File: config.mk
export PLATFORM = sky130hd
export DESIGN_NAME = wide_add_seq
export DESIGN_NICKNAME = d
export VERILOG_FILES = /design/src/rtl/wide_add_seq.sv
export SDC_FILE = /design/constraint.sdc
export NUM_CORES = 1
export LEC_CHECK = 0
export BUFFER_PORTS_ARGS = -buffer_cell sky130_fd_sc_hd__buf_2
export CORE_ASPECT_RATIO = 0.8
export CORE_MARGIN = 3
export CORE_UTILIZATION = 55
export CTS_BUF_LIST = sky130_fd_sc_hd__clkbuf_8 sky130_fd_sc_hd__clkbuf_16
export CTS_CLUSTER_DIAMETER = 50
export DETAILED_ROUTE_END_ITERATION = 12
export GPL_TIMING_DRIVEN = 0
export PLACE_DENSITY = 0.91
export SLEW_MARGIN = 40
export SYNTH_ARGS = -nofsm -noshare
export SYNTH_HDL_FRONTEND = slang
export SYNTH_SLANG_ARGS = --single-unit
export TNS_END_PERCENT = 5
File: constraint.sdc
create_clock -name clk -period 9 [get_ports clk]
set_input_delay 0.45 -clock clk [delete_from_list [all_inputs] [get_ports clk]]
set_output_delay 0.45 -clock clk [all_outputs]
set_load 0.03 [all_outputs]
File: src/rtl/wide_add_seq.sv
`default_nettype none
// ============================================================================
// Module   : wide_add_seq
// Brief    : Multi-byte add/subtract sequencer driving an external 8-bit adder
//            slice LSB-first; optional zero flag via WIDE_ADD_ZERO_FLAG_EN.
// Revision : 1.0 - initial release
// ============================================================================
module wide_add_seq #(
   parameter int NBYTES = 4
) (
   input  logic                clk,
   input  logic                rst,
   input  logic                start,
   input  logic                sub,
   input  logic [8*NBYTES-1:0] opA,
   input  logic [8*NBYTES-1:0] opB,
   output logic                busy,
   output logic                done,
   output logic [8*NBYTES-1:0] result,
   output logic                coutOut,
   output logic                overflow,
   output logic [7:0]          adA,
   output logic [7:0]          adB,
   output logic                adCin,
   input  logic [7:0]          adSum,
   input  logic                adCout
`ifdef WIDE_ADD_ZERO_FLAG_EN
   ,
   output logic                zeroFlag
`endif
);

   localparam int             c_IW       = (NBYTES > 1) ? $clog2(NBYTES) : 1;
   localparam logic [c_IW-1:0] c_LAST_IDX = c_IW'(NBYTES - 1);

   typedef enum logic [1:0] {
      S_IDLE = 2'd0,
      S_RUN  = 2'd1,
      S_DONE = 2'd2
   } state_t;

   state_t                     r_state;
   logic [NBYTES-1:0][7:0]     r_a;
   logic [NBYTES-1:0][7:0]     r_b;
   logic [NBYTES-1:0][7:0]     r_result;
   logic                       r_carry;
   logic [c_IW-1:0]            r_idx;
   logic                       r_busy;
   logic                       r_done;
   logic                       r_cout;
   logic                       r_ovf;
`ifdef WIDE_ADD_ZERO_FLAG_EN
   logic                       r_nz;
   logic                       r_zero;
`endif

   logic                       w_run;
   logic                       w_ovf;

   assign w_run = (r_state == S_RUN);

   // Slice inputs are forced to zero outside RUN so the adder stays quiet.
   assign adA   = w_run ? r_a[r_idx] : 8'h00;
   assign adB   = w_run ? r_b[r_idx] : 8'h00;
   assign adCin = w_run ? r_carry    : 1'b0;

   // r_b already holds ~B for subtract, so one rule covers both operations.
   assign w_ovf = (r_a[NBYTES-1][7] == r_b[NBYTES-1][7]) && (adSum[7] != r_a[NBYTES-1][7]);

   always_ff @(posedge clk or posedge rst) begin
      if (rst) begin
         r_state  <= S_IDLE;
         r_a      <= '0;
         r_b      <= '0;
         r_result <= '0;
         r_carry  <= 1'b0;
         r_idx    <= '0;
         r_busy   <= 1'b0;
         r_done   <= 1'b0;
         r_cout   <= 1'b0;
         r_ovf    <= 1'b0;
`ifdef WIDE_ADD_ZERO_FLAG_EN
         r_nz     <= 1'b0;
         r_zero   <= 1'b0;
`endif
      end else begin
         case (r_state)
            S_IDLE: begin
               if (start) begin
                  r_a      <= opA;
                  r_b      <= sub ? ~opB : opB;
                  r_carry  <= sub;
                  r_idx    <= '0;
                  r_result <= '0;
                  r_cout   <= 1'b0;
                  r_ovf    <= 1'b0;
                  r_busy   <= 1'b1;
`ifdef WIDE_ADD_ZERO_FLAG_EN
                  r_nz     <= 1'b0;
                  r_zero   <= 1'b0;
`endif
                  r_state  <= S_RUN;
               end
            end
            S_RUN: begin
               r_result[r_idx] <= adSum;
               r_carry         <= adCout;
`ifdef WIDE_ADD_ZERO_FLAG_EN
               r_nz            <= r_nz | (|adSum);
`endif
               if (r_idx == c_LAST_IDX) begin
                  r_cout  <= adCout;
                  r_ovf   <= w_ovf;
`ifdef WIDE_ADD_ZERO_FLAG_EN
                  r_zero  <= ~(r_nz | (|adSum));
`endif
                  r_idx   <= '0;
                  r_busy  <= 1'b0;
                  r_done  <= 1'b1;
                  r_state <= S_DONE;
               end else begin
                  r_idx <= r_idx + 1'b1;
               end
            end
            S_DONE: begin
               r_done  <= 1'b0;
               r_state <= S_IDLE;
            end
            default: begin
               r_busy  <= 1'b0;
               r_done  <= 1'b0;
               r_state <= S_IDLE;
            end
         endcase
      end
   end

   assign busy     = r_busy;
   assign done     = r_done;
   assign result   = r_result;
   assign coutOut  = r_cout;
   assign overflow = r_ovf;
`ifdef WIDE_ADD_ZERO_FLAG_EN
   assign zeroFlag = r_zero;
`endif

endmodule
`default_nettype wire

# After elaboration in Yosys (flattened, before gate mapping)

Index checks and enable logic that the tools add are counted.

Add/sub/neg operators: 1
$lt $le $gt $ge: 2
Equality and inequality tests: 7
Muxes and demuxes: 31
Bitwise gates (word level): 3
Reductions and logical operators: 10

Operators with widths:

| kind                                                                  | number |
|---|---|
| 32-bit 2-to-1 mux                                                     | 2 |
| 32-bit case mux with 2 select lines                                   | 1 |
| 8-bit 2-to-1 mux                                                      | 5 |
| 8-bit binary-select mux with 2-bit select                             | 2 |
| 32-bit bitwise mux                                                    | 1 |
| 32-bit inverter                                                       | 1 |
| 8-bit demux with 2-bit select                                         | 1 |
| 1-bit 2-to-1 mux                                                      | 8 |
| 2-bit 2-to-1 mux                                                      | 4 |
| 1-bit case mux with 2 select lines                                    | 4 |
| 2-bit case mux with 2 select lines                                    | 2 |
| 2-bit AND reduction                                                   | 4 |
| 3-bit AND reduction                                                   | 2 |
| 2-bit == test, second input constant                                  | 2 |
| 2-bit by 3-bit < comparator with 1-bit output, second input constant  | 1 |
| 1-bit case mux with 3 select lines                                    | 1 |
| 2-bit by 1-bit adder with 2-bit output, second input constant         | 1 |
| 2-bit by 1-bit == test with 1-bit output, second input constant       | 1 |
| 2-bit by 1-bit >= comparator with 1-bit output, second input constant | 1 |
| 1-bit logical AND                                                     | 2 |
| 2-bit logical NOT                                                     | 1 |
| 2-bit by 1-bit != test with 1-bit output, second input constant       | 1 |
| 2-bit != test, second input constant                                  | 1 |
| 1-bit inverter                                                        | 2 |
| 3 further kinds                                                       | 3 |

Bits in registers: 105
Input bits: 77
Output and inout port bits: 53
Logic and storage cells: 73

# Logic depth before layout (Yosys ltp)

Gate-level depths: netlist of run 1.

Word-level depth: 6
Depth in mapped cells: 8
Depth with buffers taken out: 5

# Worst setup path after synthesis of run 1

OpenSTA, ideal clock, no wires.

Path type: register to output
From: reg r_idx[0]
To: out adB[1]
Data arrival time: 1,478 ps
Required time: 8,550 ps
Setup slack: 7,072 ps
Cell stages (with the launch flop): 5
Path buffers: 2
Cells stage by stage: dfrtp_1 > buf_6 > buf_6 > mux4_2 > and2_1

Longest elaborated chain between the ends: 3

RTL lines:

| what                                      | RTL line | source |
|---|---|---|
| start, declared                           | 47       | `logic [c_IW-1:0] r_idx;` |
| start signal, assigned                    | 122      | `r_idx <= r_idx + 1'b1;` |
| 8-bit binary-select mux with 2-bit select | 64       | `assign adB = w_run ? r_b[r_idx] : 8'h00;` |
| 8-bit 2-to-1 mux (implied by the code)    | 64       |  |
| 8-bit 2-to-1 mux                          | 64       |  |
| end, declared                             | 23       | `output logic [7:0] adB,` |

No other way between the ends. The select of a mux whose other input is x is not followed.

# Final worst setup path of run 1

From: reg r_state[0]
To: out adA[6]

Longest elaborated chain between the ends: 2

RTL lines:

| what                                     | RTL line | source |
|---|---|---|
| start, declared                          | 42       | `state_t r_state;` |
| start signal, assigned                   | 72       | `r_state <= S_IDLE;` |
| start signal, assigned                   | 102      | `r_state <= S_RUN;` |
| start signal, assigned                   | 120      | `r_state <= S_DONE;` |
| 2-bit by 1-bit == test with 1-bit output | 60       | `assign w_run = (r_state == S_RUN);` |
| 8-bit 2-to-1 mux                         | 63       | `assign adA = w_run ? r_a[r_idx] : 8'h00;` |
| end, declared                            | 22       | `output logic [7:0] adA,` |

No other way between the ends.

==> impl_metrics.yaml, run 1 <==
status:
  status: "completed"
layout:
  diodes: 0
  drive_gt1_share_pct: 36.0
  seqCellArea_um2: 2630
  stdcell_count: 712
  nFillCells: 639
  nets: 677
  final_cell_area_um2: 6160
  multi_input_area_um2: 2120
  syn_to_final_growth_pct: 22.3
  final_util_pct: 70.7
timing:
  fin_skew_ns: 0.00658
  fmax_mhz: 384
  slew_headroom_pct: 66.0
  finalCritPeriodShare_pct: 29.0
  slew_viol_final: 0
  fin_crit_ns: 2.61
  rsz0062_at_grt: "false"
  setup_viol: 0
  tightest_slew_ns: 0.495
  finalHoldViolations: 0
  timing.setup.tns_ns: 0
  setup_slack_ns: 6.39
placed_design:
  postPlaceCellArea_um2: 5850
  dpl.hpwl_um: 9170
  place.gp.congestion: 0.931
  port-buffer-count: 128
  place_ws_ns: 6.79
  placed_cells_incl_taps: 696
floorplan:
  die_y_um: 91.6
  core-area_um2: 8710
  die-area_um2: 10300
  initial_core_util_pct: 57.8
  io_pins: 130
  row_count: 30
  die_width_um: 113
critical_path:
  cp-end-kind: "primary output"
  critPathMaxStageDelay_ns: 0.42
  crit_top_cell: "buf_2"
  slowest_stage: "clkbuf_1"
  cp_top_family: "buffers and inverters"
  worst-path-max-fanout: 10
  crit_type: "reg -> out"
  arrival_ns: 2.16
  cp-start-kind: "register"
  crit_required_ns: 8.55
  path_buf_inv: 4
  path_cells: "buf_4, and2b_1, buf_2, clkbuf_1, and2_1, buf_2"
synthesis:
  synthDistinctLibCells: 34
  synth_top_area_share_pct: 52.2
  yosys_warnings: 0
  synth_cells: 455
  synthesis.area_um2: 5030
  synth-edff-count: 0
  ys_seq_elements: 105
  synth_top_flop_cell: "dfrtp_1"
  yosysTopAreaCell: "dfrtp_1"
  synth_area_per_cell_um2: 11.1
  synth.area.top_cells: "dfrtp_1 52%, nand2_1 9.8%, mux4_2 7.2%, xnor2_1 5.6%, a22o_1 4.2%"
  post-synth-top-count-cell: "nand2_1"
  ys_top_cells_by_count: "131 x nand2_1, 105 x dfrtp_1, 32 x xnor2_1"
  synth_nets: 537
  ys_seq_area_share_pct: 52.2
  async_reset_ff_share_pct: 100
routing:
  drt_iter0_drc: 277
  wire_per_inst_um: 18.4
  via_per_inst: 5.58
  drcViolationCount: 0
  first_pass_iters: 5
  route.antenna.remaining_nets: 0
  num_vias: 3971
  drt_wl_total_um: 13100
clocking:
  cts_sinks: 105
  clk_pin_slew_worst_paths_ns: 0.07
  tritoncts: "done"
  cts_htree_levels: 3
  cts_root_buf: "clkbuf_16"
  clk_path_buf_depth: 2
  cts_hold_buf: 0
  cts_resized: 0
  post-cts-setup-buffers: 0
  cts_buffers: 9
  insertion_delay_ns: 0.35
global_routing:
  first_global_vias: 4164
  grt_pass1_wl_um: 21100
  grt_usage_pct: 26.3
  grt-ovfl-total: 0
  antenna_found_initial: 0
  grt_start_max_net_pins: 66
flow_run:
  cap_violations: 0
worst_hold_path:
  hold_class: "in -> async"
power_and_ir_drop:
  p_leak_nw: 3.15
  peakVddDrop_mv: 0.186
  cellPowerDensity_nw_per_um2: 377
-- worst reg2reg max path, stage by stage, from the launching register on --
cell and delay (ns):
dfrtp_1 0.39, buf_2 0.28, buf_2 0.33, inv_1 0.15, ha_1 0.21, and3b_1 0.18, buf_2 0.18, nor2_4 0.21
a22o_1 0.18
-- state kept, by name, indices dropped and copies added (netlist names) --
register  count
coutOut       1
r_idx         2
r_b          32
overflow      1
busy          1
r_a          32
result       32
r_carry       1
r_state       2
done          1
-- through the flow --
stage                     hold slack [ns]  power (W)
after floorplan                     0.440    0.00160
after global placement              0.452    0.00186
after detailed placement            0.459    0.00191
after CTS                          0.0907    0.00233
after global routing                0.100    0.00246
final                              0.0782    0.00232
-- worst paths after layout --
kind	cells past startpoint	end	slack (ns)	start
setup reg to reg	8	result[9]	6.82	r_idx[1]
max in group asynchronous	3	r_b[18]	8.32	rst
hold / removal	2	busy	0.08	rst
hold reg to reg	2	r_a[29]	0.47	r_a[29]
setup / recovery	6	adA[6]	6.39	r_state[0]
min in group clk	3	r_a[17]	0.29	opA[17]
-- final cells by class --
type	instances	share of cell area (%)
sequential	105	42.7
inverter	6	0.488
multi-input combinational	310	34.5
clock buffer	12	4.33
buffer	34	4.25
timing repair buffer	129	10.8
tap	112	2.28
clock inverter	4	0.691
-- report_power, final --
group          internal (W)  switching, W
logic              0.000444      0.000679
clock network      0.000236      0.000168
registers          0.000675      0.000121
total               0.00136      0.000968
-- cell usage in the layout, fill, tap and decap left out, types with 2 or more instances in the layout --
cell type	count
o21ai_0	15
o21ai_1	5
buf_6	10
dfrtp_1	105
o31ai_1	9
clkbuf_8	3
clkbuf_16	9
nand3_1	10
inv_1	7
nand2_1	131
a22o_1	24
buf_2	139
nor2_4	3
ha_1	5
xnor2_1	32
and3b_1	4
buf_4	6
o21ai_2	22
mux4_2	16
clkbuf_1	5
buf_8	2
and2_1	18
nor2_1	2
a21oi_1	2
-- per-layer routing --
layer,global-route usage [%],wire (um),vias to the layer above
met5,0,0,-
met3,6.00,909,19
li1,-,-,1821
met2,43.5,6550,164
met4,9.01,229,0
met1,34.4,5390,1967
-- cells by family (layout without fill, tap and decap cells) --
group / after synthesis / count (layout) / synth area share (%)
AO/OA/AOI/OAI: 82 / 82 / 12.3
XOR/XNOR: 32 / 32 / 5.57
adder cells (fa/ha/maj): 5 / 5 / 1.24
buffers and inverters: 40 / 185 / 5.64
flip-flops: 105 / 105 / 52.2
multiplexers: 17 / 17 / 7.36
AND/OR/NAND/NOR: 174 / 174 / 15.7
(Power assumes the default switching activity.)
==> run 2, diff against run 1 <==
--- a/config.mk
+++ b/config.mk
@@ -8,12 +8,12 @@
 export BUFFER_PORTS_ARGS = -buffer_cell sky130_fd_sc_hd__buf_2
 export CORE_ASPECT_RATIO = 0.8
 export CORE_MARGIN = 3
-export CORE_UTILIZATION = 55
+export CORE_UTILIZATION = 48
 export CTS_BUF_LIST = sky130_fd_sc_hd__clkbuf_8 sky130_fd_sc_hd__clkbuf_16
 export CTS_CLUSTER_DIAMETER = 50
 export DETAILED_ROUTE_END_ITERATION = 12
 export GPL_TIMING_DRIVEN = 0
-export PLACE_DENSITY = 0.91
+export PLACE_DENSITY = 0.84
 export SLEW_MARGIN = 40
 export SYNTH_ARGS = -nofsm -noshare
 export SYNTH_HDL_FRONTEND = slang
==> constraint.sdc (replaced) <==
create_clock -name clk -period 2.2 [get_ports clk]
set_input_delay 0.11 -clock clk [delete_from_list [all_inputs] [get_ports clk]]
set_output_delay 0.11 -clock clk [all_outputs]
set_load 0.03 [all_outputs]
==> impl_metrics.yaml, run 2 (synthesized netlist as in run 1, its figures left out) <==
routing:
  via_per_inst: 5.22
  num_vias: 4025
  wire_per_inst_um: 17.6
  drt_wl_total_um: 13600
  first_pass_iters: 5
  route.antenna.remaining_nets: 0
  drcViolationCount: 0
  drt_iter0_drc: 273
floorplan:
  row_count: 32
  die_width_um: 120
  initial_core_util_pct: 50.7
  core-area_um2: 9930
  die_y_um: 97.6
  io_pins: 130
  die-area_um2: 11800
critical_path:
  cp-start-kind: "register"
  worst-path-max-fanout: 10
  cp-end-kind: "primary output"
  arrival_ns: 2.00
  crit_type: "reg -> out"
  crit_required_ns: 2.09
timing:
  fin_crit_ns: 2.11
  rsz0062_at_grt: "false"
  holdWs_ns: 0.0215
  slew_headroom_pct: 65.6
  finalCritPeriodShare_pct: 96.0
  setup_viol: 0
  fin_skew_ns: 0.00967
  tightest_slew_ns: 0.502
  fmax_mhz: 473
  slew_viol_final: 0
  finalHoldViolations: 0
  timing.setup.tns_ns: 0
layout:
  final_common_cell: "buf_2"
  syn_to_final_growth_pct: 30.9
  final_cell_mix: "138 x buf_2, 131 x nand2_1, 104 x dfrtp_1, 32 x xnor2_1, 32 x dlygate4sd3_1"
  nFillCells: 772
  nets: 712
  final_cell_area_um2: 6590
  stdcell_count: 771
  diodes: 0
  drive_gt1_share_pct: 35.0
  final_util_pct: 66.4
power_and_ir_drop:
  peakVddDrop_mv: 0.710
  switching_share_pct: 41.9
  comb_power_share_pct: 49.0
  p_leak_nw: 3.30
  seq_power_share_pct: 34.2
  power_switching_w: 0.00398
  clockPowerShare_pct: 16.8
  cellPowerDensity_nw_per_um2: 1440
  p_int_w: 0.00552
clocking:
  clk_path_buf_depth: 2
  cts_root_buf: "clkbuf_16"
  insertion_delay_ns: 0.34
  tritoncts: "done"
  cts_sinks: 105
  clk_pin_slew_worst_paths_ns: 0.07
  cts_buffers: 9
  cts_htree_levels: 3
flow_run:
  cap_violations: 0
worst_hold_path:
  hold_class: "in -> reg"
global_routing:
  grt-ovfl-total: 0
  grt_pass1_wl_um: 22000
  first_global_vias: 4255
  grt_start_max_net_pins: 25
  antenna_found_initial: 0
  grt_usage_pct: 24.0
status:
  status: "completed"
placed_design:
  port-buffer-count: 128
  place.gp.congestion: 0.799
  dpl.hpwl_um: 9660
  postPlaceCellArea_um2: 5970
  placed_cells_incl_taps: 724
-- run 2: cell count changes in the layout (fill, tap and decap cells not counted), moves of 2 or more --
| cell | change |
|---|---|
| dlygate4sd3_1 | +32 |
| buf_6 | -2 |
| clkbuf_8 | -3 |
| buf_16 | +2 |
| buf_8 | +3 |
| clkinvlp_4 | +3 |
-- run 2: final timing paths --
kind	from	end	slack, ns	depth (start not counted)
worst min register to register	r_b[16]	r_b[16]	0.47	2
min in group asynchronous	rst	r_a[12]	0.31	3
max in group asynchronous	rst	r_b[6]	1.10	6
worst max register to register	r_idx[1]	result[6]	0.13	8
worst min-delay path	opA[13]	r_a[13]	0.02	3
worst max-delay path	r_idx[1]	adB[3]	0.09	5
-- run 2: area by class of cell --
cell class	count	area [um2]	area share, %
clock inverter	7	71.3	1.08
sequential	105	2630	39.9
timing repair buffer	165	1080	16.4
inverter	6	26.3	0.399
tap	136	170	2.58
multi-input combinational	310	2120	32.2
buffer	33	268	4.06
clock buffer	9	225	3.42
-- run 2: repair_timing --
item | CTS | global route
endpoints found under the hold margin | 42 | 0
endpoints found under the setup margin | 9 | 25
hold buffers | 32 | 0
buffers inserted | 0 | 0
resized for setup | 1 | 3
-- run 2: stage by stage --
stage / total power [W] / worst slack [ns]
floorplan: 0.00655 / 0.500
global placement: 0.00762 / 0.159
detailed placement: 0.00786 / 0.0718
CTS: 0.00952 / 0.00568
global route: 0.0101 / 0.0203
finish: 0.00950 / 0.0875
-- run 2: power groups by stage --
stage	clock, W	combinational, W	sequential [W]
after detailed placement	0	0.00459	0.00326
after global routing	0.00170	0.00505	0.00333
after CTS	0.00163	0.00466	0.00324
after floorplan	0	0.00301	0.00354
final	0.00160	0.00465	0.00325
after global placement	0	0.00443	0.00319
-- run 2: per-layer routing --
layer | vias up | GRT usage (%) | share of wire, %
li1 | 1895 | - | -
met1 | 1951 | 31.5 | 43
met2 | 156 | 40.4 | 50
met3 | 23 | 4.19 | 5.3
met4 | 0 | 7.67 | 2.1
met5 | - | 0 | 0
-- run 2: critical path, cell delays in order (launching register included) --
cell,delay (ns)
dfrtp_1,0.39
buf_2,0.28
clkbuf_4,0.31
mux4_2,0.32
and2_1,0.19
buf_2,0.18
